`src/rtl/mem_burst_reader.sv`:
```
// Burst reader: streams len sequential words from a 1-cycle-latency memory onto a
// valid/ready port through a 2-entry buffer. Optional feature: MEM_BURST_READER_PARITY_EN adds out_par.
module mem_burst_reader #(
  parameter int DW    = 8,
  parameter int DEPTH = 4,
  parameter int AW    = 2
) (
  input  logic          clk,
  input  logic          rst,
  input  logic          start,
  input  logic [AW-1:0] base,
  input  logic [AW:0]   len,
  output logic          busy,
  output logic          done,
  output logic          mem_rd_en,
  output logic [AW-1:0] mem_rd_addr,
  input  logic [DW-1:0] mem_rd_data,
  output logic          out_valid,
  input  logic          out_ready,
  output logic [DW-1:0] out_data,
`ifdef MEM_BURST_READER_PARITY_EN
  output logic          out_par,
`endif
  output logic          out_last
);

  localparam logic [1:0] S_IDLE  = 2'd0;
  localparam logic [1:0] S_READ  = 2'd1;
  localparam logic [1:0] S_DRAIN = 2'd2;
  localparam logic [1:0] S_DONE  = 2'd3;
  localparam logic [AW:0]   ONE     = 1;
  localparam logic [AW-1:0] ADDR_HI = AW'(DEPTH - 1);

  logic [1:0]    state;
  logic [AW:0]   len_q, issued, issued_nx;
  logic [AW-1:0] addr;
  logic          infl, infl_last;

  logic [1:0][DW-1:0] buf_d;
  logic [1:0]         buf_l;
  logic               rptr, wptr;
  logic [1:0]         cnt, use_nx;
  logic               push, pop, last_issue;

  assign push       = infl;
  assign pop        = out_valid & out_ready;
  assign issued_nx  = issued + ONE;
  assign last_issue = (issued_nx == len_q);
  // A word leaving this cycle frees its slot, so the issue check counts it as gone;
  // this keeps 1 word/cycle under full ready without ever exceeding 2 entries.
  assign use_nx     = cnt + {1'b0, infl} - {1'b0, pop};
  assign mem_rd_en  = (state == S_READ) && (use_nx < 2'd2);
  assign mem_rd_addr = addr;

  assign busy      = (state == S_READ) || (state == S_DRAIN);
  assign done      = (state == S_DONE);
  assign out_valid = (cnt != 2'd0);
  assign out_data  = buf_d[rptr];
  assign out_last  = buf_l[rptr] & out_valid;

  always_ff @(posedge clk or posedge rst) begin
    if (rst) begin
      state     <= S_IDLE;
      len_q     <= '0;
      issued    <= '0;
      addr      <= '0;
      infl      <= 1'b0;
      infl_last <= 1'b0;
    end else begin
      infl      <= mem_rd_en;
      infl_last <= mem_rd_en & last_issue;
      case (state)
        S_IDLE: if (start) begin
          len_q  <= len;
          addr   <= base;
          issued <= '0;
          state  <= (len == '0) ? S_DONE : S_READ;
        end
        S_READ: if (mem_rd_en) begin
          addr   <= (addr == ADDR_HI) ? '0 : addr + 1'b1;
          issued <= issued_nx;
          if (last_issue) state <= S_DRAIN;
        end
        S_DRAIN: if (pop && out_last) state <= S_DONE;
        default: state <= S_IDLE;
      endcase
    end
  end

  always_ff @(posedge clk or posedge rst) begin
    if (rst) begin
      buf_d <= '0;
      buf_l <= '0;
      rptr  <= 1'b0;
      wptr  <= 1'b0;
      cnt   <= '0;
    end else begin
      if (push) begin
        buf_d[wptr] <= mem_rd_data;
        buf_l[wptr] <= infl_last;
        wptr        <= ~wptr;
      end
      if (pop) rptr <= ~rptr;
      cnt <= cnt + {1'b0, push} - {1'b0, pop};
    end
  end

`ifdef MEM_BURST_READER_PARITY_EN
  logic [1:0] buf_p;
  always_ff @(posedge clk or posedge rst) begin
    if (rst)       buf_p       <= '0;
    else if (push) buf_p[wptr] <= ^mem_rd_data;
  end
  assign out_par = buf_p[rptr];
`endif

endmodule

```
`config.mk`:
```
export PLATFORM = sky130hd
export DESIGN_NAME = mem_burst_reader
export DESIGN_NICKNAME = d
export VERILOG_FILES = /design/src/rtl/mem_burst_reader.sv
export SDC_FILE = /design/constraint.sdc
export NUM_CORES = 1
export LEC_CHECK = 0
export CAP_MARGIN = 15
export CORE_AREA = 2 2 63 65
export CTS_CLUSTER_SIZE = 30
export DETAILED_ROUTE_END_ITERATION = 7
export DIE_AREA = 0 0 65 67
export HOLD_SLACK_MARGIN = 0.15
export PLACE_DENSITY = 0.73
export SYNTH_ARGS = -nofsm -noshare
export SYNTH_HDL_FRONTEND = slang
export SYNTH_SLANG_ARGS = --single-unit
```
`constraint.sdc`:
```
create_clock -name clk -period 2.31 [get_ports clk]
set_clock_uncertainty 0.15 [all_clocks]
set_input_delay 0.462 -clock clk [delete_from_list [all_inputs] [get_ports clk]]
set_output_delay 0.462 -clock clk [all_outputs]
set_load 0.05 [all_outputs]
```
==> reports/results.ini <==
[outcome]
status=finished with violations
violations=setup timing

[sta]
finalSetupViolCount=8
final-max-slew-violation-count=0
min_period_ns=2.58
tightest_slew_ns=0.502
final_hold_viol_count=0
fmaxAchievable_mhz=388
rsz0062_at_grt=yes
fin_ws_ns=-0.267
slew_headroom_pct=66.5
period_share_pct=112
setup_tns_ns=-0.904

[clock_network]
clkSinkCount=34
cts_tree=built
clk_pin_slew_ns=0.06
clock-root-buffer=clkbuf_8
insertion_delay_ns=0.29
ctsHoldBuffers=0
cts_inserted_buffers=5
clk_path_buf_depth=2
htree_num_levels=2

[logic_synthesis]
synthDistinctLibCells=26
synthFlopType=dfrtp_1
synth_nets=150
synthCells=125
yosysSeqAreaShare_pct=52.0
synth_edf_count=0
synth_commonest_cells=dfrtp_1 (34), mux2_2 (29), inv_1 (10), ha_1 (8), nor2_1 (6)
syn_area_per_cell_um2=13.1
synth_top_area_share_pct=52.0
synthTopCellsByArea=dfrtp_1 (52%), mux2_2 (20%), ha_1 (6.1%)
ys_warn_count=0
syn_area_um2=1640
synth-async-reset-ratio_pct=100
ys_seq_elements=34
yosysTopAreaCell=dfrtp_1
yosys.cell_count.top_type=dfrtp_1

[grt]
track_usage_pct=16.7
antenna_found_initial=0
grt_max_degree=35
overflow=0
grt_pass1_wl_um=5350
grt_pass1_vias=1193

[layout]
seqCellArea_um2=851
fillers=308
syn2layout_area_growth_pct=32.1
diodes=0
drive_gt1_share_pct=37.9
multi_input_area_um2=763
fin_nets=194

[worst_setup_path]
rr_worst_depth=11
crit_slowest_cell=dfrtp_1
r2r-end=mem_rd_addr[1]
crit_type=flop to output pin
slowest_delay_ns=0.39
cpMostUsedCell=inv_1
cp_max_fo=2
r2r_start=cnt[0]
start_kind=flop
crit_path_cell_trace=o21ai_2, inv_1, ha_1, inv_1, ha_2, xor3_2, nor2_4, buf_12
worstPathArrival_ns=1.97
worstPathRequired_ns=1.70
reg2reg_slack_ns=-0.14
endpoint_kind=output pin

[route]
finalWirelength_um=3090
wire_per_inst_um=14.3
drc_errors=0
num_vias=1092
avgViaCountPerCell=5.03
dr.pass1.iters=4
drt_iter0_markers=31
ant_nets=0

[floorplan]
num_io_pins=32
die_area_um2=4360
die_height_um=67
die_x_um=65
core_um2=3610
rows=22
start_util_pct=45.4

[hold_path]
min_path_cells=1
min_from=issued[2]
hold_end=issued[2]
hold_class=flop to flop

[job]
drv_cap=0

[place]
dp_hpwl_um=2330
portBuffers=31
globalplace.congestion=0.752

kinds of logic (layout without fill, tap and decap cells):
family	count (synthesis)	count (layout)	synth area share (%)
DFF	34	34	52.0
muxes	33	33	22.4
and+or+nand+nor	18	18	5.74
AOI/OAI and AO/OA	14	14	5.74
buffers and inverters	12	56	2.83
adders and majority gates	8	8	6.12
xor gates and xnor gates	6	6	5.13
state kept, by name (all words and copies together), names as in the netlist:
| register | cells |
|---|---|
| len_q | 3 |
| cnt | 2 |
| buf_l | 2 |
| state | 2 |
| issued | 3 |
| rptr | 1 |
| infl_last | 1 |
| mem_rd_addr | 2 |
| infl | 1 |
| buf_d | 16 |
| wptr | 1 |
critical path, delay by kind of cell (launching register included):
kind,cells,cell delay [ns]
AOI/OAI and AO/OA,1,0.16
xor gates and xnor gates,1,0.28
adders and majority gates,2,0.43
buffers and inverters,3,0.28
DFF,1,0.39
and+or+nand+nor,1,0.14
cells in the final DEF (no fill, tap or decap), types with 2 or more instances in the layout:
cell,count
dfrtp_1,34
mux2_2,29
clkdlybuf4s50_1,17
buf_4,17
inv_1,10
ha_1,7
nor2_1,5
a21oi_1,5
clkbuf_8,5
nand2_1,4
mux2i_1,4
nor2b_1,2
o21ai_1,2
o21bai_1,2
xor2_1,2
xnor2_1,2
clkinv_2,2
buf_12,2
through the flow:
step                instance area, um^2  std cells  util [%]  hold WS, ns  worst slack [ns]
global placement                   2040        208      56.7        0.320            -0.381
global route                       2160        217      59.9        0.374            -0.347
CTS                                2140        216      59.4        0.358            -0.284
floorplan                          1640        125         -        0.302           -0.0420
detailed placement                 2040        208      56.7        0.341            -0.433
finish                             2160        217      59.9        0.352            -0.267
layout make-up:
class / instances / share of cell area, %
clock buffer: 5 / 3.18
multi-input combinational: 79 / 35.3
timing repair buffer: 39 / 17.1
tap: 48 / 2.78
sequential: 34 / 39.4
clock inverter: 2 / 0.463
inverter: 10 / 1.74
layer usage:
layer / GRT usage [%] / wire [um] / vias up
met5: 0 / 0 / -
met4: 5.59 / 48 / 0
met3: 4.73 / 146 / 5
met2: 30.7 / 1670 / 26
met1: 18.5 / 1230 / 543
li1: - / - / 518
repair_timing:
| item | in CTS | in global routing |
|---|---|---|
| setup buffers | 1 | 2 |
| pin swaps | 3 | 2 |
| endpoints found under the setup margin | 9 | 10 |
| gates resized for setup | 5 | 3 |
worst max path at each step:
stage	start	to	slack [ns]	cells past startpoint
3_3_place_gp	out_ready	issued[2]	-0.38	10
3_5_place_dp	out_ready	issued[2]	-0.43	10
5_1_grt	cnt[0]	mem_rd_en	-0.35	8
2_1_floorplan	out_ready	mem_rd_en	-0.04	7
6_report	cnt[0]	mem_rd_en	-0.27	8
4_1_cts	cnt[0]	mem_rd_en	-0.28	8
Power is left out: the tool's default activity adds up to more than one toggle a clock period on the data nets, which glitch-free logic cannot reach.
